[src/rtl/mc_ctrl_pkg.sv]
// -----------------------------------------------------------------------------
// mc_ctrl_pkg
// Shared definitions for the multi-cycle control unit:
//   - state_e      : control FSM state encoding
//   - OP_* / FN_MUL: opcode map and the R-type function code selecting MUL
//   - ALUOP_*      : ALUOp encodings driven towards ALUcontrol
//   - op_is_legal  : true for the five implemented opcodes
//   - is_mul       : true for an R-type instruction whose function is MUL
// -----------------------------------------------------------------------------
package mc_ctrl_pkg;

    typedef enum logic [2:0] {
        START   = 3'd0,
        FETCH   = 3'd1,
        DECODE  = 3'd2,
        EXEC    = 3'd3,
        MEM     = 3'd4,
        MULWAIT = 3'd5,
        WB      = 3'd6,
        TRAP    = 3'd7
    } state_e;

    localparam logic [3:0] OP_RTYPE = 4'd0;
    localparam logic [3:0] OP_ADDI  = 4'd1;
    localparam logic [3:0] OP_LW    = 4'd2;
    localparam logic [3:0] OP_SW    = 4'd3;
    localparam logic [3:0] OP_BEQ   = 4'd4;

    localparam logic [3:0] FN_MUL   = 4'b0110;

    localparam logic [1:0] ALUOP_ADD   = 2'b00;
    localparam logic [1:0] ALUOP_SUB   = 2'b01;
    localparam logic [1:0] ALUOP_FUNCT = 2'b10;

    // Opcodes 0..4 are implemented; everything above traps.
    function automatic logic op_is_legal(input logic [3:0] op);
        return (op <= OP_BEQ);
    endfunction

    function automatic logic is_mul(input logic [3:0] op, input logic [3:0] fn);
        return (op == OP_RTYPE) && (fn == FN_MUL);
    endfunction

endpackage

[src/rtl/mc_wait_counter.sv]
// -----------------------------------------------------------------------------
// mc_wait_counter
// Loadable down-counter with a zero flag. Loading wins over decrementing;
// the counter saturates at zero so an extra decrement request is harmless.
// Ports:
//   clk        in   clock, rising edge
//   rst_n      in   asynchronous active-low reset (clears the count)
//   load_i     in   load load_val_i this cycle
//   load_val_i in   value to load (WIDTH bits)
//   dec_i      in   decrement this cycle (ignored while loading)
//   zero_o     out  count is zero
// -----------------------------------------------------------------------------
module mc_wait_counter #(
    parameter int WIDTH = 4
) (
    input  logic             clk,
    input  logic             rst_n,
    input  logic             load_i,
    input  logic [WIDTH-1:0] load_val_i,
    input  logic             dec_i,
    output logic             zero_o
);

    logic [WIDTH-1:0] cnt_q;

    always_ff @(posedge clk or negedge rst_n) begin
        if (!rst_n) begin
            cnt_q <= '0;
        end else if (load_i) begin
            cnt_q <= load_val_i;
        end else if (dec_i && (cnt_q != '0)) begin
            cnt_q <= cnt_q - 1'b1;
        end
    end

    assign zero_o = (cnt_q == '0);

endmodule

[src/rtl/multicycle_control.sv]
// -----------------------------------------------------------------------------
// multicycle_control
// Multi-cycle control unit for the 24-bit datapath. Walks each instruction
// through FETCH / DECODE / EXEC / (MEM | MULWAIT) / WB, stalls on a
// multi-cycle multiply and on a wait-state data memory, and traps (sticky)
// on illegal opcodes or a memory access that never completes.
// Parameters:
//   MUL_CYCLES  cycles spent in MULWAIT for MUL (1..15)
//   MEM_TIMEOUT max MEM cycles without MemReady before trapping (1..255)
// Ports:
//   Clock     in   clock, rising edge
//   Reset_n   in   asynchronous active-low reset
//   opcode    in   instruction[23:20]
//   Function  in   instruction[3:0]
//   MemReady  in   data memory completes the current access this cycle
//   PCWrite   out  PC loads pc_next
//   IRWrite   out  instruction register loads
//   RegDst    out  1 = rd, 0 = rt
//   Branch    out  branch qualifier (ANDed with zero in the datapath)
//   MemRead   out  data memory read strobe
//   MemWrite  out  data memory write strobe
//   RegWrite  out  register file write enable
//   MemToReg  out  1 = memory data to writeback
//   ALUSrc    out  1 = sign-extended immediate
//   ALUOp     out  00 add, 01 sub, 10 funct
//   Trap      out  illegal opcode or memory timeout, sticky until reset
//   Busy      out  high in every state except FETCH, START and TRAP
// -----------------------------------------------------------------------------
module multicycle_control
    import mc_ctrl_pkg::*;
#(
    parameter int MUL_CYCLES  = 4,
    parameter int MEM_TIMEOUT = 15
) (
    input  logic       Clock,
    input  logic       Reset_n,
    input  logic [3:0] opcode,
    input  logic [3:0] Function,
    input  logic       MemReady,
    output logic       PCWrite,
    output logic       IRWrite,
    output logic       RegDst,
    output logic       Branch,
    output logic       MemRead,
    output logic       MemWrite,
    output logic       RegWrite,
    output logic       MemToReg,
    output logic       ALUSrc,
    output logic [1:0] ALUOp,
    output logic       Trap,
    output logic       Busy
);

    // MULWAIT is entered with MUL_CYCLES-1 loaded and left when the count
    // is zero, so it lasts exactly MUL_CYCLES cycles.
    localparam logic [3:0] MUL_LOAD = 4'(MUL_CYCLES - 1);
    // Last to_cnt value tolerated before a missing MemReady traps.
    localparam logic [7:0] TO_LAST  = 8'(MEM_TIMEOUT - 1);

    state_e     state_q;
    logic [3:0] op_q;
    logic [3:0] fn_q;
    logic [7:0] to_cnt_q;

    logic       mul_load;
    logic       mul_dec;
    logic       mul_zero;

    // ------------------------------------------------------------------
    // Multiply wait counter
    // ------------------------------------------------------------------
    assign mul_load = (state_q == EXEC) && is_mul(op_q, fn_q);
    assign mul_dec  = (state_q == MULWAIT);

    mc_wait_counter #(
        .WIDTH (4)
    ) u_mul_cnt (
        .clk        (Clock),
        .rst_n      (Reset_n),
        .load_i     (mul_load),
        .load_val_i (MUL_LOAD),
        .dec_i      (mul_dec),
        .zero_o     (mul_zero)
    );

    // ------------------------------------------------------------------
    // Control FSM: state, latched instruction fields, memory timeout count
    // ------------------------------------------------------------------
    always_ff @(posedge Clock or negedge Reset_n) begin
        if (!Reset_n) begin
            state_q  <= START;
            op_q     <= '0;
            fn_q     <= '0;
            to_cnt_q <= '0;
        end else begin
            case (state_q)
                START: begin
                    state_q <= FETCH;
                end

                FETCH: begin
                    state_q <= DECODE;
                end

                DECODE: begin
                    // The only cycle where opcode/Function are sampled;
                    // later changes on those inputs are ignored.
                    op_q    <= opcode;
                    fn_q    <= Function;
                    state_q <= op_is_legal(opcode) ? EXEC : TRAP;
                end

                EXEC: begin
                    case (op_q)
                        OP_RTYPE: state_q <= is_mul(op_q, fn_q) ? MULWAIT : WB;
                        OP_ADDI:  state_q <= WB;
                        OP_LW,
                        OP_SW: begin
                            state_q  <= MEM;
                            to_cnt_q <= '0;
                        end
                        OP_BEQ:   state_q <= FETCH;
                        default:  state_q <= TRAP;
                    endcase
                end

                MEM: begin
                    // A completing access beats the timeout in the same cycle.
                    if (MemReady) begin
                        state_q <= (op_q == OP_SW) ? FETCH : WB;
                    end else if (to_cnt_q == TO_LAST) begin
                        state_q <= TRAP;
                    end else begin
                        to_cnt_q <= to_cnt_q + 8'd1;
                    end
                end

                MULWAIT: begin
                    if (mul_zero) begin
                        state_q <= WB;
                    end
                end

                WB: begin
                    state_q <= FETCH;
                end

                TRAP: begin
                    state_q <= TRAP;
                end

                default: begin
                    state_q <= START;
                end
            endcase
        end
    end

    // ------------------------------------------------------------------
    // Output decode from registered state and latched instruction.
    // Only the SW completion PCWrite looks at MemReady, and only in MEM.
    // ------------------------------------------------------------------
    always_comb begin
        PCWrite  = 1'b0;
        IRWrite  = 1'b0;
        RegDst   = 1'b0;
        Branch   = 1'b0;
        MemRead  = 1'b0;
        MemWrite = 1'b0;
        RegWrite = 1'b0;
        MemToReg = 1'b0;
        ALUSrc   = 1'b0;
        ALUOp    = ALUOP_ADD;
        Trap     = 1'b0;

        case (state_q)
            FETCH: begin
                IRWrite = 1'b1;
            end

            EXEC: begin
                case (op_q)
                    OP_RTYPE: ALUOp = ALUOP_FUNCT;
                    OP_ADDI,
                    OP_LW,
                    OP_SW:    ALUSrc = 1'b1;
                    OP_BEQ: begin
                        ALUOp   = ALUOP_SUB;
                        Branch  = 1'b1;
                        PCWrite = 1'b1;
                    end
                    default: ;
                endcase
            end

            MEM: begin
                // Address stays formed from the immediate for the whole access.
                ALUSrc   = 1'b1;
                MemRead  = (op_q == OP_LW);
                MemWrite = (op_q == OP_SW);
                PCWrite  = (op_q == OP_SW) && MemReady;
            end

            MULWAIT: begin
                ALUOp = ALUOP_FUNCT;
            end

            WB: begin
                RegWrite = 1'b1;
                PCWrite  = 1'b1;
                RegDst   = (op_q == OP_RTYPE);
                MemToReg = (op_q == OP_LW);
                // ADDI keeps the immediate selected so the ALU result being
                // written back stays stable through the writeback cycle.
                ALUSrc   = (op_q == OP_ADDI);
            end

            TRAP: begin
                Trap = 1'b1;
            end

            default: ;
        endcase
    end

    assign Busy = !((state_q == START) || (state_q == FETCH) || (state_q == TRAP));

endmodule

[config.mk]
export PLATFORM = sky130hd
export DESIGN_NAME = multicycle_control
export DESIGN_NICKNAME = d
export VERILOG_FILES = /design/src/rtl/mc_ctrl_pkg.sv /design/src/rtl/mc_wait_counter.sv /design/src/rtl/multicycle_control.sv
export SDC_FILE = /design/constraint.sdc
export NUM_CORES = 1
export LEC_CHECK = 0
export CELL_PAD_IN_SITES_DETAIL_PLACEMENT = 1
export CELL_PAD_IN_SITES_GLOBAL_PLACEMENT = 2
export CORE_MARGIN = 1
export CORE_UTILIZATION = 29
export DETAILED_ROUTE_END_ITERATION = 12
export PLACE_DENSITY_LB_ADDON = 0.05
export SYNTH_ARGS = -nofsm -noshare
export SYNTH_HDL_FRONTEND = slang
export SYNTH_SLANG_ARGS = --single-unit
[constraint.sdc]
create_clock -name Clock -period 1.65 [get_ports Clock]
set_input_delay 0.4125 -clock Clock [delete_from_list [all_inputs] [get_ports Clock]]
set_output_delay 0.4125 -clock Clock [all_outputs]
set_load 0.01 [all_outputs]
# After elaboration in Yosys (flattened, before gate mapping)
# Cells that the tools add are included.
[word_totals] regBits=23 inputBits=11 output_inout_bits=13
[op_classes] add_sub_neg=2 n_lt_le_gt_ge=1 n_eq_ne=18 muxes=28 n_reduce_logical=18
[ops] cell="$mux W8" count=3
[ops] cell="$pmux W3 S7" count=1
[ops] cell="$pmux W8 S2" count=1
[ops] cell="$mux W3" count=5
[ops] cell="$eq A3 B3 Y1 const B" count=4
[ops] cell="$pmux W3 S4" count=1
[ops] cell="$mux W1" count=10
[ops] cell="$add A8 B1 Y8 const B" count=1
[ops] cell="$eq A4 B2 Y1 const B" count=2
[ops] cell="$eq A4 B3 Y1 const B" count=2
[ops] cell="$eq A8 B4 Y1 const B" count=1
[ops] cell="$logic_not A4 Y1" count=2
[ops] cell="$mux W4" count=2
[ops] cell="$pmux W2 S2" count=2
[ops] cell="$eq A3 B2 Y1 const B" count=2
[ops] cell="$ne A2 B2 Y1 const B" count=3
[ops] cell="$pmux W1 S3" count=2
[ops] cell="$eq A4 B1 Y1 const B" count=1
[ops] cell="$le A4 B3 Y1 const B" count=1
[ops] cell="$logic_and A1 B1 Y1" count=4
[ops] cell="$reduce_and A4 Y1" count=1
[ops] cell="$reduce_bool A2 Y1" count=2
[ops] cell="$reduce_bool A4 Y1" count=1
[ops] cell="$reduce_or A2 Y1" count=2
[ops] cell="10 further kinds" count=11

# Logic depth before layout (Yosys ltp)
# Gate-level depths: netlist of run 1.
[logic_depth] ltp_word=5 ltp_mapped=7 mapped_depth_nobuf=6

# Modules after synthesis
# Synthesis of run 1 repeated with hierarchy kept, for this count alone.
[unflattened] cells_unflattened=161 hier_area_um2=1534.0
[modules_own_cells] module="multicycle_control" instances=1 cells_per_inst=134 area_per_inst_um2=1263.7
[modules_own_cells] module="mc_wait_counter" instances=1 cells_per_inst=27 area_per_inst_um2=270.3

# Worst setup path after synthesis of run 1
# OpenSTA, ideal clock, no wires.
[synth_timing] kind="register to output" from="register op_q[2]" to="output PCWrite" t_arrival_ns=1.403 slack_ns=-0.166 stages_incl_launch_ff=6 n_path_buf=1 path_cell_list="dfrtp_1 clkbuf_1 nor2_1 nand2_1 nor3_1 a211o_1"
[synth_via] elab_chain_len=3 word_cells_on_any_way=5 cone_classes="eq/ne: 2; mux: 2; reduce/logical: 1"
[synth_rtl] item="from (decl)" line="multicycle_control.sv:61" source="logic [3:0] op_q;"
[synth_rtl] item="from (signal assigned)" line="multicycle_control.sv:108" source="op_q <= opcode;"
[synth_rtl] item="$eq A4 B3 Y1 or $eq A4 B2 Y1 (tied branches)" line="multicycle_control.sv:182, multicycle_control.sv:201"
[synth_rtl] item="$mux W1 or $logic_and A1 B1 Y1 (tied branches)" line="multicycle_control.sv:182, multicycle_control.sv:201"
[synth_rtl] item="$pmux W1 S3 *" line="multicycle_control.sv:176" source="case (state_q)"
[synth_rtl] item="to (decl)" line="multicycle_control.sv:40" source="output logic PCWrite,"
# Every way passes the cells marked *; elsewhere a longest branch is shown, timed or not.

# Worst setup path after layout of run 1
[layout_timing] from="register op_q[0]" to="output PCWrite"
# The elaborated chain is that of the path after synthesis.

==> impl_results.md, run 1 <==
- LEAKAGE: 1.15 nW
- Synth top area share: 41.6%
- Crit path buf inv count: 3
- Cell depth of the worst setup path: 6
- Crit-path leading delay family: flip-flops
- Syn Area/Cell: 9.41 um^2
- Worst-Margin Slew: 344 ps
- Synthesized-area fraction occupied by xor and xnor cells: 3.17%
- CP required: 1240 ps
- Complex-gate fraction of the synthesized area: 13.2%
- Top cells by area, synth: dfrtp_1 42%, mux2_2 6.5%, nor2_1 3.5%
- Placement Setup Slack: -438 ps
- Clk_lat worst skew: 270 ps
- DP Area: 1950 um^2
- Post-synth EDFFs: 0
- Vias in the first global route: 1518
- Mux contribution to synthesized area: 7.24%
- Worst path cell trace: buf_6 > buf_6 > nor2_4 > and4b_1 > a211o_1 > buf_2
- Crit path max fanout: 4
- Post-layout util: 55.3%
- # placed instances: 253
- Number of synthesized register bits: 23
- Final cell count without fillers: 281
- Net count, final: 244
- RSZ-0062 raised after global routing: yes
- Worst Skew: 1.69 ps
- Main combinational cell family by area after synthesis: simple AND/OR/NAND/NOR gates
- Top cell by count, worst path: buf_6
- Kind of critical path: reg2out
- Final TNS setup: -3130 ps
- Worst endpoint data arrival time: 1540 ps
- Starting Density: 30.9%
- Fmax: 511 MHz
- Startpoint Class: flip-flop
- Total CTS buffers: 3
- Syn Inst Count: 147
- Area of the mapped netlist: 1380 um^2
- R2r worst-path depth: 7
- Pin count of the biggest net entering global routing: 24
- Top FF cell, synth: dfrtp_1
- Post-Synth Adder-Cell Area: 2.71%
- Top-count cell post-synth: dfrtp_1
- Cell variety after synth: 46
- Core area: 4470 um^2
- Slowest stage delay, CP: 430 ps
- Die area: 5050 um^2
- Synth area leader: dfrtp_1
- Antenna diode count: 0
- Initial antenna violation count: 0
- Fin Hold WS: 515 ps
- Fin crit share: 119%
- Die X-Extent: 71.0 um
- Post-DR wirelength/cell: 17.7 um
- First-pass GRT wire length: 7.47 mm
- Number of hold buffers added after CTS: 0
- Routed wire length: 4.98 mm
- CP max stage cell: dfrtp_2
- Row count: 24
- Final worst setup slack: -307 ps
- Clock transition at the registers of the reported paths: 80 ps
- Top post-synthesis cells by count: 23 x dfrtp_1, 13 x nor2_1, 12 x nand2_1
- Total Power: 4.65 mW
- Failing checks: setup timing
- Post-DR vias/cell: 5.15
- Final setup fails: 20
- Fraction of layout cells with a size suffix above 1: 59.4%
- CTS tree: built
- Ports: 24
- Buffers on Ports: 23
- Simple-gate portion of the synthesized area: 27.1%
- GP Congestion: 0.760
- Peak supply drop: 0.792 mV
- Final Hold Fails: 0
- Reg area: 582 um^2
- Area occupied by multi-input gates: 995 um^2
- Design Area, Final: 2480 um^2
- Hold crit path type: in2async
- Drt initial violations: 52
- Outcome: complete, but fails checks
- Chip Height: 71.0 um
- Total track usage: 19.1%
- # DRC: 0
- Final max-slew violation count: 0
- Endpoint type of the worst setup path: output port
- Antenna Nets Post-Route: 0
- Sink Count: 23
- Synth Net Count: 161
- Root Driver: clkbuf_8
- Synth Warn #: 0
- CTS max path bufs: 2
- Number of fill cells: 501
- Area Growth Syn to Fin: 79.1%
- Pre-antenna DRT Iters: 6
- Register area share after synthesis: 41.6%
- Slew margin rel.: 77.0%
- Async SR Flop Fraction: 100%
- Max cap viols: 0
- GRT overflow: 0
- Min Tclk post-route: 1960 ps
- Power Dens Cells: 1880 nW/um^2
- Dpl hpwl: 3.17 mm
- Routed vias: 1447
- H-tree depth: 1
==> cells by family after synthesis <==
| logic type | after synthesis |
|---|---|
| multiplexers | 9 |
| adder cells (fa/ha/maj) | 3 |
| AND/OR/NAND/NOR | 64 |
| XOR/XNOR | 5 |
| AO/OA/AOI/OAI | 26 |
| buffers and inverters | 17 |
| flip-flops | 23 |
==> per-layer routing <==
layer  global-route usage, %  routed length (um)  vias to the layer above
met4                    4.00                  45                        0
met1                    24.1                2120                      728
met5                       0                   0                        -
li1                        -                   -                      696
met2                    34.9                2700                       16
met3                    2.14                 113                        7
==> state kept, by name, indices dropped and copies added (netlist names) <==
name	flops
state_q	3
u_mul_cnt.cnt_q	4
op_q	4
to_cnt_q	8
fn_q	4
==> cells in the final DEF, fill, tap and decap left out, drive strengths merged, types with 3 or more instances in the layout <==
cell type / n
buf: 77
dfrtp: 23
nor2: 14
nand2: 12
clkdlybuf4s50: 10
mux2: 8
inv: 8
nand3: 7
nor3: 6
o21ai: 6
a21oi: 5
or3: 5
clkbuf: 4
and4b: 3
nand4: 3
xor2: 3
nand2b: 3
o31ai: 3
ha: 3
==> cell type report <==
type / count / share of cell area, %
Clock buffer: 4 / 1.82
Inverter: 8 / 1.41
Multi-Input combinational cell: 107 / 40.2
Sequential cell: 23 / 23.5
Tap cell: 52 / 2.63
Timing Repair Buffer: 87 / 30.5
==> where the power goes <==
group	internal [mW]	total (mW)	switching, mW
Combinational	1.79	3.24	1.45
Sequential	0.811	1.07	0.255
Clock	0.173	0.352	0.180
Total	2.77	4.65	1.89
==> worst paths after layout <==
| path | from | end | slack [ps] |
|---|---|---|---|
| worst max-delay path | op_q[0]$_DFFE_PN0P_ | PCWrite | -310 |
| worst min-delay path | Reset_n | op_q[2]$_DFFE_PN0P_ | 520 |
| worst max register to register | to_cnt_q[0]$_DFFE_PN0P_ | to_cnt_q[4]$_DFFE_PN0P_ | -140 |
| worst min register to register | fn_q[0]$_DFFE_PN0P_ | fn_q[0]$_DFFE_PN0P_ | 520 |
| max in group asynchronous | Reset_n | state_q[0]$_DFFE_PN0P_ | 880 |
| min in group Clock | fn_q[0]$_DFFE_PN0P_ | fn_q[0]$_DFFE_PN0P_ | 520 |
==> timing repair <==
action,CTS,global route
cloned,1,1
setup buffers,16,8
pin swaps,18,23
gates resized for setup,110,40
endpoints found under the setup margin,20,33
No activity file was read; power rests on OpenSTA's default activity.
==> run 2: changes to the inputs <==
CORE_MARGIN = unset   (was 1)
SKIP_LAST_GASP = 1   (was unset)
==> impl_results.md, run 2 (synthesis gave the netlist of run 1 again) <==
- GRT overflow: 0
- Endpoint type of the worst setup path: output port
- Clock transition at the registers of the reported paths: 80 ps
- Pre-antenna DRT Iters: 6
- Reg2reg start: op_q[0]$_DFFE_PN0P_
- Post-DR wirelength/cell: 17.5 um
- Pin count of the biggest net entering global routing: 24
- RSZ-0062 raised after global routing: yes
- Final Hold Fails: 0
- Antenna diode count: 0
- Clk_lat worst skew: 270 ps
- Total track usage: 18.8%
- Root Driver: clkbuf_8
- Design Area, Final: 2460 um^2
- Net count, final: 246
- Chip Height: 71.0 um
- Post-DR vias/cell: 5.22
- Peak supply drop: 0.810 mV
- Failing checks: setup timing
- Drt initial violations: 46
- Worst-Margin Slew: 361 ps
- Crit path max fanout: 4
- Routed wire length: 4.94 mm
- Initial antenna violation count: 0
- CTS tree: built
- Buffers on Ports: 23
- Startpoint Class: flip-flop
- Area Growth Syn to Fin: 78.1%
- Final max-slew violation count: 0
- Outcome: complete, but fails checks
- Area occupied by multi-input gates: 976 um^2
- Number of fill cells: 494
- Worst R2R Setup Slack: -160 ps
- Vias in the first global route: 1539
- Ports: 24
- R2r worst-path depth: 7
- Min Tclk post-route: 2020 ps
- Most common cell after layout, fill and taps aside: buf_4
- Largest register FFs: 8
- Power Dens Cells: 1870 nW/um^2
- Fmax: 496 MHz
- GP Congestion: 0.760
- LEAKAGE: 1.16 nW
- CP endpoint: PCWrite
- H-tree depth: 1
- Total CTS buffers: 3
- Final setup fails: 23
- Worst endpoint data arrival time: 1600 ps
- Critical path startpoint: op_q[0]$_DFFE_PN0P_
- R2r endpoint: state_q[1]$_DFFE_PN0P_
- Placement Setup Slack: -438 ps
- Row count: 24
- # placed instances: 253
- # DRC: 0
- DP Area: 1950 um^2
- Largest register by flop count: to_cnt_q
- Hold crit path type: reg2reg
- Commonest non-fill, non-tap cells in the layout: 44 x buf_4, 25 x buf_6, 18 x dfrtp_1, 10 x clkdlybuf4s50_1, 10 x buf_2
- Reg area: 582 um^2
- Die X-Extent: 71.0 um
- Max cap viols: 0
- Antenna Nets Post-Route: 0
- Starting Density: 30.9%
- Kind of critical path: reg2out
- Final worst setup slack: -366 ps
- Sink Count: 23
- Slew margin rel.: 75.9%
- CP required: 1240 ps
- Final cell count without fillers: 283
- Fraction of layout cells with a size suffix above 1: 59.7%
- Dpl hpwl: 3.17 mm
- Die area: 5050 um^2
- Fin crit share: 122%
- Core area: 4470 um^2
- CTS max path bufs: 2
- Final TNS setup: -3490 ps
- Routed vias: 1477
- First-pass GRT wire length: 7.40 mm
- Worst Skew: 2.52 ps
-- run 2: changes by cell type in the layout (fill, tap and decap cells not counted), sizes merged --
cell,before,now
buf,77,79
-- run 2: report_power, final --
| group | total [mW] | switching, mW | internal, mW |
|---|---|---|---|
| clock network | 0.351 | 0.179 | 0.173 |
| logic | 3.19 | 1.44 | 1.75 |
| registers | 1.06 | 0.245 | 0.811 |
| total | 4.60 | 1.86 | 2.74 |
-- run 2: layout make-up --
cell class	instances	area share (%)
clock buffer	4	1.83
inverter	8	1.32
multi-input combinational	107	39.6
sequential	23	23.6
tap	52	2.64
timing repair buffer	89	30.9
-- run 2: critical path: stages, from the launching register on --
cell	delay (ps)
dfrtp_2	430
buf_6	130
buf_6	110
nor2_4	160
and4b_1	260
a211o_1	120
buf_2	140
-- run 2: layer usage --
metal  GRT usage, %  wire, um  up-vias
met1           23.4      2100      736
met3           2.14       105       11
met2           34.7      2630       32
met5              0         0        -
li1               -         -      698
met4           4.00       110        0
-- run 2: how the worst min path moves through the flow --
| stage | from | to | slack (ps) | cells after the start |
|---|---|---|---|---|
| after floorplan | Reset_n | fn_q[0]$_DFFE_PN0P_ | 120 | 0 |
| after global placement | fn_q[3]$_DFFE_PN0P_ | fn_q[3]$_DFFE_PN0P_ | 490 | 1 |
| after detailed placement | fn_q[0]$_DFFE_PN0P_ | fn_q[0]$_DFFE_PN0P_ | 500 | 1 |
| after CTS | Reset_n | fn_q[2]$_DFFE_PN0P_ | 520 | 2 |
| after global routing | fn_q[0]$_DFFE_PN0P_ | fn_q[0]$_DFFE_PN0P_ | 530 | 1 |
| final | fn_q[0]$_DFFE_PN0P_ | fn_q[0]$_DFFE_PN0P_ | 510 | 1 |
-- run 2: repair_timing --
item                                    in CTS  in global routing
gates cloned                                 1                  1
endpoints found under the setup margin      20                 34
hold buffers                                 0                  0
setup buffers                               16                 11
resized for setup                          100                 43
pin swaps                                   14                 21
-- run 2: through the flow --
stage               hold slack [ps]  util [%]  total power, mW
floorplan                       117         -             2.05
global placement                486      43.6             3.03
detailed placement              497      43.6             3.10
CTS                             517      49.5             3.94
global route                    530      55.0             4.87
finish                          511      55.0             4.60
